<file path="src/rtl/bomb_scheduler.sv">
// Shared bomb-slot pool for the two-player arena: arbitrates placement requests,
// enforces per-player caps and one-bomb-per-tile, and sequences each slot through fuse and blast.
module bomb_scheduler #(
  parameter int NSLOT       = 6,
  parameter int MAX_PER     = 3,
  parameter int FUSE_TICKS  = 3,
  parameter int BLAST_TICKS = 2
) (
  input  logic               clk,
  input  logic               reset,
  input  logic               tick,
  input  logic               freeze,
  input  logic               req1,
  input  logic               req2,
  input  logic [5:0]         x1,
  input  logic [5:0]         y1,
  input  logic [5:0]         x2,
  input  logic [5:0]         y2,
  output logic [1:6*NSLOT]   bomb_x,
  output logic [1:6*NSLOT]   bomb_y,
  output logic [1:NSLOT]     blast,
  output logic [1:NSLOT]     owner,
  output logic               gnt1,
  output logic               gnt2,
  output logic               rej1,
  output logic               rej2
);

  localparam int CW = $clog2(((FUSE_TICKS > BLAST_TICKS) ? FUSE_TICKS : BLAST_TICKS) + 1);
  localparam int IW = (NSLOT > 1) ? $clog2(NSLOT) : 1;
  localparam int LW = $clog2(NSLOT + 1);

  localparam logic [1:0]    ST_IDLE    = 2'd0;
  localparam logic [1:0]    ST_FUSE    = 2'd1;
  localparam logic [1:0]    ST_BLAST   = 2'd2;
  localparam logic [CW-1:0] FUSE_LOAD  = CW'(FUSE_TICKS);
  localparam logic [CW-1:0] BLAST_LOAD = CW'(BLAST_TICKS);
  localparam logic [CW-1:0] CNT_ONE    = CW'(1);
  localparam logic [5:0]    OFF_GRID   = 6'h3F;
  localparam logic [LW-1:0] CAP        = LW'(MAX_PER);

  logic [1:0]      st_r   [NSLOT];
  logic [CW-1:0]   cnt_r  [NSLOT];
  logic [5:0]      sx_r   [NSLOT];
  logic [5:0]      sy_r   [NSLOT];
  logic            own_r  [NSLOT];
  logic            prio_r;

  logic [1:0]      st_s   [NSLOT];
  logic [CW-1:0]   cnt_s  [NSLOT];
  logic [5:0]      sx_s   [NSLOT];
  logic [5:0]      sy_s   [NSLOT];
  logic            own_s  [NSLOT];
  logic            prio_s;

  logic [LW-1:0]   idle_cnt_s, live1_s, live2_s;
  logic [IW-1:0]   first_s, second_s, s1_s, s2_s;
  logic            hit1_s, hit2_s, ok1_s, ok2_s, same_tile_s, g1_s, g2_s, tick_en_s;
  logic [1:6*NSLOT] bomb_x_s, bomb_y_s;
  logic [1:NSLOT]  blast_s, owner_s;

  // Occupancy scan of the registered slot state: idle slots, per-player live counts, tile hits.
  always_comb begin
    idle_cnt_s = '0;
    live1_s    = '0;
    live2_s    = '0;
    first_s    = '0;
    second_s   = '0;
    hit1_s     = 1'b0;
    hit2_s     = 1'b0;
    // Descending scan leaves the two lowest idle indices in first/second.
    for (int i = NSLOT - 1; i >= 0; i--) begin
      if (st_r[i] == ST_IDLE) begin
        idle_cnt_s = idle_cnt_s + LW'(1);
        second_s   = first_s;
        first_s    = IW'(i);
      end else begin
        if (own_r[i]) begin
          live2_s = live2_s + LW'(1);
        end else begin
          live1_s = live1_s + LW'(1);
        end
        hit1_s = hit1_s | ((sx_r[i] == x1) && (sy_r[i] == y1));
        hit2_s = hit2_s | ((sx_r[i] == x2) && (sy_r[i] == y2));
      end
    end
  end

  // Request validation and two-player arbitration.
  always_comb begin
    same_tile_s = (x1 == x2) && (y1 == y2);
    ok1_s = req1 && !freeze && (idle_cnt_s != '0) && (live1_s < CAP) && !hit1_s;
    ok2_s = req2 && !freeze && (idle_cnt_s != '0) && (live2_s < CAP) && !hit2_s;
    g1_s   = 1'b0;
    g2_s   = 1'b0;
    s1_s   = first_s;
    s2_s   = first_s;
    prio_s = prio_r;
    if (ok1_s && ok2_s) begin
      if (!same_tile_s && (idle_cnt_s >= LW'(2))) begin
        g1_s = 1'b1;
        g2_s = 1'b1;
        if (prio_r) begin
          s1_s = second_s;
        end else begin
          s2_s = second_s;
        end
      end else begin
        g1_s   = !prio_r;
        g2_s   = prio_r;
        prio_s = !prio_r;
      end
    end else begin
      g1_s = ok1_s;
      g2_s = ok2_s;
    end
  end

  // Per-slot next state: grant load, fuse/blast countdown, and registered output images.
  always_comb begin
    tick_en_s = tick && !freeze;
    bomb_x_s  = {(6*NSLOT){1'b1}};
    bomb_y_s  = {(6*NSLOT){1'b1}};
    blast_s   = '0;
    owner_s   = '0;
    for (int i = 0; i < NSLOT; i++) begin
      st_s[i]  = st_r[i];
      cnt_s[i] = cnt_r[i];
      sx_s[i]  = sx_r[i];
      sy_s[i]  = sy_r[i];
      own_s[i] = own_r[i];
      if ((g1_s && (s1_s == IW'(i))) || (g2_s && (s2_s == IW'(i)))) begin
        st_s[i]  = ST_FUSE;
        cnt_s[i] = FUSE_LOAD;
        sx_s[i]  = (g1_s && (s1_s == IW'(i))) ? x1 : x2;
        sy_s[i]  = (g1_s && (s1_s == IW'(i))) ? y1 : y2;
        own_s[i] = !(g1_s && (s1_s == IW'(i)));
      end else begin
        case (st_r[i])
          ST_IDLE: begin
            st_s[i] = ST_IDLE;
          end
          ST_FUSE: begin
            if (!tick_en_s) begin
              cnt_s[i] = cnt_r[i];
            end else if (cnt_r[i] <= CNT_ONE) begin
              st_s[i]  = ST_BLAST;
              cnt_s[i] = BLAST_LOAD;
            end else begin
              cnt_s[i] = cnt_r[i] - CNT_ONE;
            end
          end
          ST_BLAST: begin
            if (!tick_en_s) begin
              cnt_s[i] = cnt_r[i];
            end else if (cnt_r[i] <= CNT_ONE) begin
              st_s[i]  = ST_IDLE;
              cnt_s[i] = '0;
            end else begin
              cnt_s[i] = cnt_r[i] - CNT_ONE;
            end
          end
          default: begin
            st_s[i]  = ST_IDLE;
            cnt_s[i] = '0;
          end
        endcase
      end
      bomb_x_s[6*i+1 +: 6] = (st_s[i] == ST_IDLE) ? OFF_GRID : sx_s[i];
      bomb_y_s[6*i+1 +: 6] = (st_s[i] == ST_IDLE) ? OFF_GRID : sy_s[i];
      blast_s[i+1]         = (st_s[i] == ST_BLAST);
      owner_s[i+1]         = own_s[i];
    end
  end

  // State, priority and output registers with synchronous active-low reset.
  always_ff @(posedge clk) begin
    if (!reset) begin
      for (int i = 0; i < NSLOT; i++) begin
        st_r[i]  <= ST_IDLE;
        cnt_r[i] <= '0;
        sx_r[i]  <= OFF_GRID;
        sy_r[i]  <= OFF_GRID;
        own_r[i] <= 1'b0;
      end
      prio_r <= 1'b0;
      bomb_x <= {(6*NSLOT){1'b1}};
      bomb_y <= {(6*NSLOT){1'b1}};
      blast  <= '0;
      owner  <= '0;
      gnt1   <= 1'b0;
      gnt2   <= 1'b0;
      rej1   <= 1'b0;
      rej2   <= 1'b0;
    end else begin
      for (int i = 0; i < NSLOT; i++) begin
        st_r[i]  <= st_s[i];
        cnt_r[i] <= cnt_s[i];
        sx_r[i]  <= sx_s[i];
        sy_r[i]  <= sy_s[i];
        own_r[i] <= own_s[i];
      end
      prio_r <= prio_s;
      bomb_x <= bomb_x_s;
      bomb_y <= bomb_y_s;
      blast  <= blast_s;
      owner  <= owner_s;
      gnt1   <= g1_s;
      gnt2   <= g2_s;
      rej1   <= req1 && !g1_s;
      rej2   <= req2 && !g2_s;
    end
  end

endmodule

</file>
<file path="config.mk">
export PLATFORM = sky130hd
export DESIGN_NAME = bomb_scheduler
export DESIGN_NICKNAME = d
export VERILOG_FILES = /design/src/rtl/bomb_scheduler.sv
export SDC_FILE = /design/constraint.sdc
export NUM_CORES = 1
export LEC_CHECK = 0
export CORE_MARGIN = 5
export CORE_UTILIZATION = 50
export DETAILED_ROUTE_END_ITERATION = 8
export DONT_BUFFER_PORTS = 1
export PLACE_DENSITY = 0.63
export SLEW_MARGIN = 0
export SYNTH_ARGS = -nofsm -noshare
export SYNTH_HDL_FRONTEND = slang
export SYNTH_SLANG_ARGS = --single-unit
</file>
<file path="constraint.sdc">
create_clock -name clk -period 13.97 [get_ports clk]
set_clock_uncertainty 0.05 [all_clocks]
set_input_delay 2.794 -clock clk [delete_from_list [all_inputs] [get_ports clk]]
set_output_delay 2.794 -clock clk [all_outputs]
set_load 0.05 [all_outputs]
</file>
==> metrics <==
Critical-path top delay cell mux2i_1; syn_area_per_cell 8.59 um^2; first-pass GRT wire length ~51000 um; worst setup path class flop to flop; I/O pin count 118; min-delay worst type flop to flop; worst-margin pin slew about 1.1 ns; Die Y 157 um; Worst setup EP type flop; maxcap violations 0; post-CTS setup buffer count 0; Crit path buffers/inverters 3; DIE WIDTH 157 um; starting density of the core 0.510; Slew HR 0.231; first-pass detailed-route iteration total 6; pwr dens 103 nW/um^2; DR iter-0 viols between 1000 and 1500; Peak Freq 131 MHz; dpl hpwl between 20000 and 25000 um; register area share after synthesis 0.354; WHS between 0.4 and 0.5 ns; Fin. Hold Viols 0; leak pwr 0.00445 uW; crit-path max FO 13; Worst EP arrival roughly 8 ns; pre-CTS WS ~6.6 ns; syn nets 1317; cells after synthesis around 1300; top_reg_cell synth dfxtp_1; I/O Buffers 0; total global routing overflow 0; Post-synth EDFFs 0; mapped cell area 10800 um^2; async set-reset flop share out of synthesis 0; Post-Synth XOR/XNOR Area 0.147; layout cells sized above 1 0.0621; Worst Path Required 14.19 ns; Final Slew Violations 0; min Tclk post-route 7.65 ns; Clock Tree Root clkbuf_16; mux cell area share after synthesis 0.0160; # H-tree levels 4; Final period util 0.548; Seq cells post-synth 191; final setup TNS 0 ns; Startpoint Class flop; Residual DRC 0; Compound-Gate Fraction of Synth Area 0.223; CP peak stage delay 0.95 ns; post-CTS sizing 0; commonest non-fill, non-tap cell in the layout dfxtp_1; Layout Area Growth over Synthesis 5.83%; Total GRT Usage 0.271; cell mode on critical path ha_1; Ys Warns 0; Routed WL per cell 22.8 um; die area 24600 um^2; vias per inst between 6 and 7; vias in the first global route 8769; post-synthesis simple-gate area fraction 0.166; Worst Slack Setup Final roughly 6.3 ns; Worst path top cell family by delay simple AND/OR/NAND/NOR gates; outcome complete, no violations; routability congestion estimate from global placement about 0.95; Cell variety after synth 77; final WL 33900 um; Synth Area in Adders 0.0371; number of CTS-inserted buffers 17; fin nets about 1300; row cnt 53; clk buf depth 2; clk sink count 191; antenna-violating nets left 0; Design Power roughly 1200 uW; initial antenna violation count 2; core area ~21000 um^2; largest net degree at the start of global routing 80; RSZ-0062 raised after global routing false; cts hold-fix bufs 0; most frequent cells in the layout dfxtp_1, nor2_1, o21ai_0; Final setup viols 0; Worst-Skew Late Latency between 0.4 and 0.5 ns; Reg clk slew, reported paths 0.09 ns; VDD IR-drop max 0.0827 mV; CTS tree built; largest family of logic cells by synthesized area compound AO/OA/AOI/OAI gates; DR vias approximately 9400
worst register-to-register path, cell delays in order, from the launching register on:
cell and delay, ns:
dfxtp_1 0.34, inv_1 0.08, ha_1 0.35, nor2_1 0.09, ha_1 0.30, nand2b_1 0.08, and2_4 0.17, clkinv_4 0.07
ha_1 0.31, mux2i_1 0.43, inv_1 0.12, ha_1 0.33, o22ai_1 0.07, nand2_1 0.08, o21ai_0 0.08, a21oi_1 0.14
ha_1 0.15, nor3b_1 0.23, xnor2_1 0.18, a2bb2oi_1 0.19, o32ai_1 0.09, or3_4 0.37, nor4b_4 0.57, mux2i_1 0.95
nand2_1 0.54, a31oi_1 0.91, o21ai_0 0.22
power by group:
group          switching [uW]  internal, uW
clock network             254           242
registers                22.8           555
logic                    56.0          45.1
flip-flops by register name, summed over array words and instances (netlist names):
register / cells
blast: 6
owner: 6
rej1: 1
gnt2: 1
st_r: 12
gnt1: 1
sx_r: 36
prio_r: 1
rej2: 1
bomb_x: 36
sy_r: 36
own_r: 6
bomb_y: 36
cnt_r: 12
kinds of logic after synthesis:
group,count (synthesis)
AOI/OAI and AO/OA,351
and+or+nand+nor,351
DFF,191
xor gates and xnor gates,172
buffers and inverters,141
adders and majority gates,32
muxes,17
stage by stage:
stage	utilization	instance area (um^2)	cells
2_1_floorplan	-	10800	1255
3_3_place_gp	0.511	10800	1451
3_5_place_dp	0.511	10800	1451
4_1_cts	0.540	11400	1483
5_1_grt	0.540	11400	1483
6_report	0.540	11400	1484
layout make-up:
cell class | instances | area [um^2]
Clock inverter | 14 | 166
Tap cell | 275 | 344
Fill cell | 1903 | 9740
Multi-Input combinational cell | 923 | 6360
Antenna cell | 1 | 2.50
Clock buffer | 18 | 429
Inverter | 49 | 194
Sequential cell | 191 | 3820
Timing Repair Buffer | 13 | 97.6
final timing paths:
check | from | endpoint | slack, ns | cells after the start
hold reg to reg | cnt_r[4][0] | cnt_r[4][0] | 0.42 | 2
hold / removal | cnt_r[4][0] | cnt_r[4][0] | 0.42 | 2
setup reg to reg | st_r[5][0] | bomb_x[23] | 6.32 | 26
setup / recovery | st_r[5][0] | bomb_x[23] | 6.32 | 26
synthesized netlist by cell type, types with 7 or more instances:
| library cell | instances | area (um^2) |
|---|---|---|
| dfxtp_1 | 191 | 3820 |
| nor2_1 | 112 | 420 |
| o21ai_0 | 89 | 445 |
| xor2_1 | 85 | 744 |
| xnor2_1 | 81 | 709 |
| clkbuf_1 | 59 | 221 |
| nand2_1 | 57 | 214 |
| inv_1 | 47 | 176 |
| a221oi_1 | 43 | 377 |
| a21oi_1 | 38 | 190 |
| o21ai_1 | 38 | 190 |
| ha_1 | 32 | 400 |
| a21o_1 | 28 | 210 |
| nor3_1 | 25 | 125 |
| nand4_1 | 23 | 144 |
| nor4_1 | 22 | 138 |
| and2_1 | 21 | 131 |
| nand3_1 | 21 | 105 |
| nand2b_1 | 20 | 125 |
| buf_2 | 18 | 90.1 |
| o211a_1 | 16 | 160 |
| mux2i_1 | 15 | 150 |
| a221o_1 | 13 | 130 |
| o21a_1 | 12 | 90.1 |
| a31oi_1 | 11 | 68.8 |
| o211ai_1 | 11 | 82.6 |
| o21bai_1 | 11 | 82.6 |
| nor2b_1 | 10 | 62.6 |
| or2_2 | 9 | 56.3 |
| buf_4 | 7 | 52.6 |
routing by layer:
layer  routed length, um  track usage  up-vias
met5                  21            0        -
met4                 876       0.0835        4
met3                3670       0.0755       79
met2               15000        0.416      478
met1               14300        0.370     4494
li1                    -            -     4349
(Power assumes the default switching activity.)
